**config.mk**
```make
export PLATFORM = sky130hd
export DESIGN_NAME = io_uart_responder
export DESIGN_NICKNAME = d
export VERILOG_FILES = /design/src/rtl/io_uart_responder.sv
export SDC_FILE = /design/constraint.sdc
export NUM_CORES = 1
export LEC_CHECK = 0
export CORE_UTILIZATION = 45
export DETAILED_ROUTE_END_ITERATION = 12
export PLACE_DENSITY = 0.67
export REMOVE_ABC_BUFFERS = 1
export SLEW_MARGIN = 20
export SYNTH_ARGS = -nofsm -noshare
export SYNTH_HDL_FRONTEND = slang
export SYNTH_SLANG_ARGS = --single-unit
```
**constraint.sdc**
```tcl
create_clock -name clk -period 6.3 [get_ports clk]
set_input_delay 0.945 -clock clk [delete_from_list [all_inputs] [get_ports clk]]
set_output_delay 0.945 -clock clk [all_outputs]
set_load 0.05 [all_outputs]
```
**src/rtl/io_uart_responder.sv**
```systemverilog
// io_uart_responder: 8N1 full-duplex UART peripheral on the j1 IO bus.
//   clk, resetq        : system clock, asynchronous active-low reset
//   io_rd, io_wr       : one-cycle read / write strobes from the CPU
//   io_addr, io_dout   : register address and write data
//   io_din             : read data, combinational on io_addr
//   interrupt_request  : registered level IRQ (irq_en & rx_valid)
//   uart_rx, uart_tx   : serial in (asynchronous, idle high) / serial out (idle high)
// Registers: DATA (TX FIFO push / RX byte read), STATUS
//   {11'b0, irq_en, overrun, tx_idle, rx_valid, tx_not_full}.
module io_uart_responder #(
  parameter int unsigned CLKS_PER_BIT = 104,
  parameter int unsigned TXDEPTH      = 4,
  parameter logic [15:0] ADDR_DATA    = 16'h1000,
  parameter logic [15:0] ADDR_STATUS  = 16'h2000
) (
  input  logic        clk,
  input  logic        resetq,
  input  logic        io_rd,
  input  logic        io_wr,
  input  logic [15:0] io_addr,
  input  logic [15:0] io_dout,
  output logic [15:0] io_din,
  output logic        interrupt_request,
  input  logic        uart_rx,
  output logic        uart_tx
);

  localparam int unsigned AW = $clog2(TXDEPTH);
  localparam int unsigned CW = $clog2(CLKS_PER_BIT);
  localparam logic [CW-1:0] CntLast = CW'(CLKS_PER_BIT - 1);
  localparam logic [CW-1:0] CntHalf = CW'(CLKS_PER_BIT / 2 - 1);

  typedef enum logic [1:0] {TxIdle, TxStart, TxData, TxStop} tx_state_e;
  typedef enum logic [1:0] {RxIdle, RxStart, RxData, RxStop} rx_state_e;

  logic wr_data, wr_stat, rd_data;
  assign wr_data = io_wr & (io_addr == ADDR_DATA);
  assign wr_stat = io_wr & (io_addr == ADDR_STATUS);
  assign rd_data = io_rd & (io_addr == ADDR_DATA);

  // Only the low byte and the two control bits of the write data matter.
  logic unused_dout_hi;
  assign unused_dout_hi = ^io_dout[15:8];

  // ---------------- TX FIFO ----------------
  logic [7:0]  fifo_q [TXDEPTH];
  logic [AW:0] wptr_q, rptr_q;
  logic        fifo_empty, fifo_full, tx_pop, fifo_push;

  assign fifo_empty = (wptr_q == rptr_q);
  assign fifo_full  = (wptr_q[AW] != rptr_q[AW]) && (wptr_q[AW-1:0] == rptr_q[AW-1:0]);
  // A pop in the same cycle frees a slot, so a push on full is still accepted.
  assign fifo_push  = wr_data & (~fifo_full | tx_pop);

  always_ff @(posedge clk) begin
    if (fifo_push) fifo_q[wptr_q[AW-1:0]] <= io_dout[7:0];
  end

  always_ff @(posedge clk or negedge resetq) begin
    if (!resetq) begin
      wptr_q <= '0;
      rptr_q <= '0;
    end else begin
      if (fifo_push) wptr_q <= wptr_q + 1'b1;
      if (tx_pop)    rptr_q <= rptr_q + 1'b1;
    end
  end

  // ---------------- TX FSM ----------------
  tx_state_e       tx_state_q, tx_state_d;
  logic [CW-1:0]   tx_cnt_q, tx_cnt_d;
  logic [2:0]      tx_bit_q, tx_bit_d;
  logic [7:0]      tx_shift_q, tx_shift_d;
  logic            tx_q, tx_d;

  always_comb begin
    tx_state_d = tx_state_q;
    tx_cnt_d   = tx_cnt_q + 1'b1;
    tx_bit_d   = tx_bit_q;
    tx_shift_d = tx_shift_q;
    tx_pop     = 1'b0;
    unique case (tx_state_q)
      TxIdle: begin
        tx_cnt_d = '0;
        if (!fifo_empty) begin
          tx_pop     = 1'b1;
          tx_shift_d = fifo_q[rptr_q[AW-1:0]];
          tx_state_d = TxStart;
        end
      end
      TxStart: begin
        if (tx_cnt_q == CntLast) begin
          tx_cnt_d   = '0;
          tx_bit_d   = '0;
          tx_state_d = TxData;
        end
      end
      TxData: begin
        if (tx_cnt_q == CntLast) begin
          tx_cnt_d   = '0;
          tx_shift_d = {1'b0, tx_shift_q[7:1]};
          if (tx_bit_q == 3'd7) tx_state_d = TxStop;
          else                  tx_bit_d   = tx_bit_q + 1'b1;
        end
      end
      TxStop: begin
        if (tx_cnt_q == CntLast) begin
          tx_cnt_d = '0;
          // Chain straight into the next start bit when more data is queued.
          if (!fifo_empty) begin
            tx_pop     = 1'b1;
            tx_shift_d = fifo_q[rptr_q[AW-1:0]];
            tx_state_d = TxStart;
          end else begin
            tx_state_d = TxIdle;
          end
        end
      end
      default: tx_state_d = TxIdle;
    endcase
    // Line level is registered from the next state so the pin never glitches.
    unique case (tx_state_d)
      TxStart: tx_d = 1'b0;
      TxData:  tx_d = tx_shift_d[0];
      default: tx_d = 1'b1;
    endcase
  end

  always_ff @(posedge clk or negedge resetq) begin
    if (!resetq) begin
      tx_state_q <= TxIdle;
      tx_cnt_q   <= '0;
      tx_bit_q   <= '0;
      tx_shift_q <= '0;
      tx_q       <= 1'b1;
    end else begin
      tx_state_q <= tx_state_d;
      tx_cnt_q   <= tx_cnt_d;
      tx_bit_q   <= tx_bit_d;
      tx_shift_q <= tx_shift_d;
      tx_q       <= tx_d;
    end
  end

  assign uart_tx = tx_q;

  // ---------------- RX path ----------------
  logic          rx_meta_q, rx_sync_q, rx_prev_q;
  rx_state_e     rx_state_q, rx_state_d;
  logic [CW-1:0] rx_cnt_q, rx_cnt_d;
  logic [2:0]    rx_bit_q, rx_bit_d;
  logic [7:0]    rx_shift_q, rx_shift_d;
  logic [7:0]    rx_byte_q, rx_byte_d;
  logic          rx_valid_q, rx_valid_d, overrun_q, overrun_d;
  logic          irq_en_q, irq_en_d, irq_q;
  logic          rx_done;

  always_comb begin
    rx_state_d = rx_state_q;
    rx_cnt_d   = rx_cnt_q + 1'b1;
    rx_bit_d   = rx_bit_q;
    rx_shift_d = rx_shift_q;
    rx_done    = 1'b0;
    unique case (rx_state_q)
      RxIdle: begin
        rx_cnt_d = '0;
        // Falling edge only: a line stuck low never re-triggers.
        if (rx_prev_q && !rx_sync_q) rx_state_d = RxStart;
      end
      RxStart: begin
        if (rx_cnt_q == CntHalf) begin
          rx_cnt_d   = '0;
          rx_bit_d   = '0;
          rx_state_d = rx_sync_q ? RxIdle : RxData;
        end
      end
      RxData: begin
        if (rx_cnt_q == CntLast) begin
          rx_cnt_d   = '0;
          rx_shift_d = {rx_sync_q, rx_shift_q[7:1]};
          if (rx_bit_q == 3'd7) rx_state_d = RxStop;
          else                  rx_bit_d   = rx_bit_q + 1'b1;
        end
      end
      RxStop: begin
        if (rx_cnt_q == CntLast) begin
          rx_cnt_d   = '0;
          rx_state_d = RxIdle;
          rx_done    = rx_sync_q;
        end
      end
      default: rx_state_d = RxIdle;
    endcase
  end

  always_comb begin
    rx_byte_d  = rx_byte_q;
    rx_valid_d = rx_valid_q;
    overrun_d  = overrun_q;
    irq_en_d   = irq_en_q;
    if (rd_data) rx_valid_d = 1'b0;
    if (wr_stat) begin
      irq_en_d = io_dout[4];
      if (io_dout[3]) overrun_d = 1'b0;
    end
    if (rx_done) begin
      // A read in the same cycle frees the holding register for the new byte.
      if (rx_valid_q && !rd_data) begin
        overrun_d = 1'b1;
      end else begin
        rx_byte_d  = rx_shift_q;
        rx_valid_d = 1'b1;
      end
    end
  end

  always_ff @(posedge clk or negedge resetq) begin
    if (!resetq) begin
      rx_meta_q  <= 1'b1;
      rx_sync_q  <= 1'b1;
      rx_prev_q  <= 1'b1;
      rx_state_q <= RxIdle;
      rx_cnt_q   <= '0;
      rx_bit_q   <= '0;
      rx_shift_q <= '0;
      rx_byte_q  <= '0;
      rx_valid_q <= 1'b0;
      overrun_q  <= 1'b0;
      irq_en_q   <= 1'b0;
      irq_q      <= 1'b0;
    end else begin
      rx_meta_q  <= uart_rx;
      rx_sync_q  <= rx_meta_q;
      rx_prev_q  <= rx_sync_q;
      rx_state_q <= rx_state_d;
      rx_cnt_q   <= rx_cnt_d;
      rx_bit_q   <= rx_bit_d;
      rx_shift_q <= rx_shift_d;
      rx_byte_q  <= rx_byte_d;
      rx_valid_q <= rx_valid_d;
      overrun_q  <= overrun_d;
      irq_en_q   <= irq_en_d;
      irq_q      <= irq_en_q & rx_valid_q;
    end
  end

  assign interrupt_request = irq_q;

  // ---------------- Read mux ----------------
  logic tx_idle;
  assign tx_idle = fifo_empty & (tx_state_q == TxIdle);

  always_comb begin
    io_din = 16'h0000;
    if (io_addr == ADDR_DATA) begin
      io_din = {8'h00, rx_byte_q};
    end else if (io_addr == ADDR_STATUS) begin
      io_din = {11'b0, irq_en_q, overrun_q, tx_idle, rx_valid_q, ~fifo_full};
    end
  end

endmodule

```
## Word level (Yosys, flattened, before mapping)

Memories as Yosys holds them, arrays and structs flattened.
Index checks and enable logic that the tools add are counted.

- Add/sub/neg operators: 6
- Eq/ne operators: 28
- Mux-type cells: 48
- Bitwise operators: 9
- Reductions and logical operators: 18

Operators by type and width:

| kind | number |
|---|---|
| 8-bit 2-to-1 mux | 4 |
| 8-bit case mux with 3 select lines | 1 |
| 2-bit 2-to-1 mux | 11 |
| 7-bit 2-to-1 mux | 3 |
| 7-bit case mux with 3 select lines | 1 |
| 2-bit inequality test, second input constant | 10 |
| 3-bit 2-to-1 mux | 6 |
| 16-bit by 13-bit == test with 1-bit output, second input constant | 1 |
| 16-bit by 14-bit == test with 1-bit output, second input constant | 1 |
| 2-bit case mux with 4 select lines | 2 |
| 7-bit by 1-bit adder with 7-bit output, second input constant | 2 |
| 7-bit == test, second input constant | 2 |
| 1-bit 2-to-1 mux | 14 |
| 7-bit case mux with 2 select lines | 1 |
| 3-bit by 1-bit adder with 3-bit output, second input constant | 4 |
| 3-bit case mux with 2 select lines | 2 |
| 2-bit == test, second input constant | 5 |
| 4-bit AND reduction | 2 |
| 7-bit by 6-bit == test with 1-bit output, second input constant | 1 |
| 1-bit bitwise AND | 6 |
| 2-bit by 1-bit == test with 1-bit output, second input constant | 3 |
| 3-bit == test, second input constant | 2 |
| 5-bit 2-to-1 mux | 1 |
| 5-bit AND reduction | 1 |
| 15 further kinds | 23 |

- Register bits after elaboration: 62
- Memory bits (writable): 32
- Input port bits: 37
- Output and inout bits: 18
- Word-level logic and storage cells: 130
- Memories kept: 1

Memory list:

| memory | depth | width | rd ports | clocked after memory_dff | wr ports | RTL line | RTL |
|---|---|---|---|---|---|---|---|
| fifo_q | 4 | 8 | 1 | 0 | 1 | 46 | `logic [7:0] fifo_q [TXDEPTH];` |

## Longest topological paths before layout

- Depth in word-level cells: 8
- Mapped depth: 8
- Mapped depth without buffers: 7

## Worst setup path after synthesis

OpenSTA, ideal clock, no wires.

- Path kind: input-to-output
- Start point: input io_addr[2]
- End point: output io_din[1]
- Data arrival time: 2578 ps
- Slack: 2777 ps
- Cell stages on the path: 3
- Cell sequence: or4_1 nor4_2 a32o_1

- Word-level cells in the longest chain between the ends: 3

RTL lines:

| item | RTL line | RTL |
|---|---|---|
| start, declared | 20 | `input logic [15:0] io_addr,` |
| 16-bit by 14-bit == test with 1-bit output | 257 | `end else if (io_addr == ADDR_STATUS) begin` |
| 5-bit 2-to-1 mux | 257 |  |
| 8-bit 2-to-1 mux (*) | 255 | `if (io_addr == ADDR_DATA) begin` |
| end, declared | 22 | `output logic [15:0] io_din,` |

Every way passes the cells marked *; elsewhere a longest branch is shown, timed or not.

## Worst setup path after layout

- Start point: input io_addr[12]
- End point: output io_din[1]

The elaborated chain is that of the path after synthesis.

==> flow_metrics.tcl <==
set metrics [dict create \
    outcome "completed" \
    dpl_cell_area_um2 4920 \
    p_sw_w 0.000282 \
    muxShareOfSynthArea_pct 11.4 \
    cts_resized 0 \
    p_leak_nw 2.11 \
    rows 35 \
    antenna_found_initial 0 \
    initial_core_util_pct 47.2 \
    grt_pass1_vias 2668 \
    vdd.ir_drop.worst_mv 0.122 \
    swShare_pct 24.9 \
    hold_violations 0 \
    drt_wl_total_um 7710 \
    place_inst 498 \
    cp.buffers_inverters 2 \
    cts_sinks 94 \
    grt_max_degree 63 \
    skew_ns 0.0108 \
    drc 0 \
    dr.first_iter.drc_count 125 \
    cp_cell_sequence "clkdlybuf4s50_1 > or4b_2 > nor4_2 > a32o_1 > clkdlybuf4s50_1" \
    vias 2709 \
    max-cap-violations 0 \
    fmax_ghz 0.216 \
    wl_per_cell_um 15.0 \
    synth_xor_area_share_pct 2.96 \
    synthSimpleGateAreaFrac_pct 12.5 \
    pwr-share-comb_pct 7.6 \
    clk-insertion-delay-late_ns 0.35 \
    start_kind "input pin" \
    endpoint_kind "primary output" \
    fill_cells 810 \
    yosysUniqueCellTypes 53 \
    fin_setup_tns_ns 0 \
    synth-compound-area-share_pct 8.90 \
    rsz0062_at_grt "false" \
    drtAntennaViolNets 0 \
    cp_slowest_cell "clkdlybuf4s50_1" \
    critPathRequiredTime_ns 5.35 \
    cts_inserted_buffers 9 \
    seqPwrFrac_pct 58.8 \
    tightest_slew_ns 0.995 \
    drt_pass1_iterations 4 \
    syn_area_um2 4440 \
    die-area_um2 10300 \
    area_delta_synth_final_pct 15.0 \
    cp.arrival_ns 3.69 \
    cts_max_path_buffers 2 \
    critical_path.max_stage_delay_ns 0.81 \
    powerDensity_nw_per_um2 222 \
    yosys.area_share.adder_pct 4.51 \
    relSlewSlack_pct 33.3 \
    via_per_inst 5.27 \
    criticalPathCategory "in2out" \
    yosysSeqAreaShare_pct 56.7 \
    cts_max_level 3 \
    pwr-share-clk_pct 33.6 \
    hold_path.class "reg2reg" \
    io_pins 55 \
    netlist_instances 340 \
    finalSetupViolCount 0 \
    cts_tree "done" \
    postCtsHoldBufs 0 \
    synth_edf_count 32 \
    die-width_um 101 \
    synth_flop_cell "dfrtp_1" \
    nets 433 \
    critPathMostFrequentCell "clkdlybuf4s50_1" \
    layout_min_cycle_time_ns 4.63 \
    synth-async-reset-ratio_pct 66.0 \
    synth_area_per_cell_um2 13.1 \
    hpwl_um 5460 \
    clkTransAtPathRegs_ns 0.10 \
    synth_top_family_by_area "simple AND/OR/NAND/NOR gates" \
    critPathTopFamily "simple AND/OR/NAND/NOR gates" \
    overflow 0 \
    grt_pass1_wl_um 12800 \
    track_usage_pct 16.2 \
    die_h_um 101 \
    routabilityCongestion 0.808 \
    cp_max_fo 7 \
    clockRootBuffer "clkbuf_8" \
    num_antenna_cells 0 \
    yosys_warnings 0 \
    numPortBuffers 38 \
    finalMaxSlewViolations 0 \
    ys_seq_elements 94 \
    drive_gt1_share_pct 15.3 \
    final_cells 514 \
    stdcell_area_um2 5110 \
    post-route-period-util_pct 73.5 \
    post_cts_buffers 0 \
    core_area_um2 9420 \
    intPower_w 0.000851 \
]
==> stage by stage <==
stage | setup WS, ns | hold WS, ns | util [%] | power (W)
final | 1.67 | 0.364 | 54.2 | 0.00113
after global routing | 1.54 | 0.366 | 54.2 | 0.00118
after CTS | 1.63 | 0.365 | 54.2 | 0.00115
after detailed placement | 1.64 | 0.351 | 52.2 | 0.000767
after global placement | 1.69 | 0.345 | 52.2 | 0.000765
after floorplan | 2.60 | 0.345 | - | 0.000725
==> power by group through the flow <==
| stage | Clock, W | Combinational (W) | Sequential [W] |
|---|---|---|---|
| global placement | 0 | 0.0000864 | 0.000678 |
| CTS | 0.000394 | 0.0000889 | 0.000666 |
| detailed placement | 0 | 0.0000882 | 0.000679 |
| finish | 0.000381 | 0.0000860 | 0.000666 |
| global route | 0.000418 | 0.0000958 | 0.000670 |
| floorplan | 0 | 0.0000513 | 0.000673 |
==> synth_stat cells, drive strengths merged, types with 3 or more instances <==
| master | number | area, um2 |
|---|---|---|
| a21oi | 5 | 36.3 |
| a22o | 13 | 114 |
| and2 | 10 | 62.6 |
| and3 | 4 | 25.0 |
| buf | 12 | 85.1 |
| clkbuf | 7 | 26.3 |
| dfrtp | 58 | 1450 |
| dfstp | 4 | 105 |
| edfxtp | 32 | 961 |
| ha | 16 | 200 |
| inv | 6 | 22.5 |
| mux2 | 21 | 236 |
| mux2i | 9 | 90.1 |
| mux4 | 8 | 180 |
| nand2 | 22 | 90.1 |
| nand3 | 6 | 30.0 |
| nand4 | 3 | 18.8 |
| nor2 | 20 | 75.1 |
| nor2b | 6 | 37.5 |
| nor3 | 8 | 40.0 |
| nor3b | 5 | 37.5 |
| nor4 | 4 | 37.5 |
| o21ai | 8 | 40.0 |
| o2bb2ai | 8 | 70.1 |
| or4 | 3 | 22.5 |
| xnor2 | 7 | 61.3 |
| xor2 | 8 | 70.1 |
==> worst reg2reg max path, cell delays in order (launching register included) <==
cell,delay [ns]
dfrtp_1,0.46
nor3b_1,0.65
a31oi_1,0.49
o211ai_1,0.38
and3_1,0.32
and2_1,0.42
==> cells by family (layout without fill, tap and decap cells) <==
logic type / count (synthesis) / in the layout
simple gates: 100 / 100
flops: 94 / 94
compound gates: 51 / 51
mux: 38 / 38
buf+inv: 25 / 63
fa+ha+maj: 16 / 16
xor+xnor: 15 / 15
other cells: 1 / 8
==> metal layers <==
| layer | wire, um | GRT usage, % |
|---|---|---|
| met1 | 3600 | 21.6 |
| met2 | 3810 | 27.1 |
| met5 | 0 | 0 |
| met3 | 216 | 3.45 |
| met4 | 78 | 4.35 |
==> cells in the final DEF (no fill, tap or decap), types with 3 or more instances in the layout <==
cell type         n
mux2i_1           9
o2bb2ai_1         8
nor3b_1           5
and2_1           10
nand3_1           6
xnor2_1           7
buf_4             3
dfstp_2           4
nor2_1           20
nand2_1          21
nand4_1           3
dfrtp_1          58
xor2_1            8
clkbuf_8          9
inv_1             6
conb_1            8
a22o_1           13
or4_1             3
nor2b_1           6
o21ai_0           8
mux2_2           21
edfxtp_1         32
nor3_1            8
ha_1             16
clkdlybuf4s50_1  37
mux4_2            8
and3_1            4
a21oi_1           4
==> state kept, by name, summed over array words and instances, names as in the netlist, named ones only <==
register / flops
overrun_q: 1
rx_sync_q: 1
tx_bit_q: 3
interrupt_request: 1
rx_valid_q: 1
wptr_q: 3
fifo_q: 32
tx_state_q: 2
rptr_q: 3
irq_en_q: 1
rx_meta_q: 1
rx_prev_q: 1
rx_state_q: 1
rx_bit_q: 3
uart_tx: 1
tx_shift_q: 8
rx_cnt_q: 7
rx_byte_q: 8
rx_shift_q: 8
tx_cnt_q: 7
==> cell type report <==
cell class / instances / area (um2) / area share [%]
multi-input cells: 228 / 1820 / 35.6
clock inverters: 6 / 41.3 / 0.809
repair buffers: 41 / 398 / 7.79
inverters: 6 / 22.5 / 0.441
flip-flops and latches: 94 / 2520 / 49.3
clock buffers: 10 / 149 / 2.92
well taps: 129 / 161 / 3.16
==> final timing paths <==
check                                 startpoint  slack, ns                        end  depth (start not counted)
max in group asynchronous                 resetq       5.02    rx_bit_q[2]$_DFFE_PN0P_                          2
min                          rx_meta_q$_DFF_PN1_       0.36        rx_sync_q$_DFF_PN1_                          0
min reg2reg                  rx_meta_q$_DFF_PN1_       0.36        rx_sync_q$_DFF_PN1_                          0
max                                  io_addr[12]       1.67                  io_din[1]                          5
min in group asynchronous                 resetq       0.74  tx_shift_q[6]$_DFFE_PN0P_                          2
max reg2reg                tx_cnt_q[3]$_DFF_PN0_       3.23     fifo_q[0][5]$_DFFE_PP_                          5
Power figures use the tool's default switching activity.
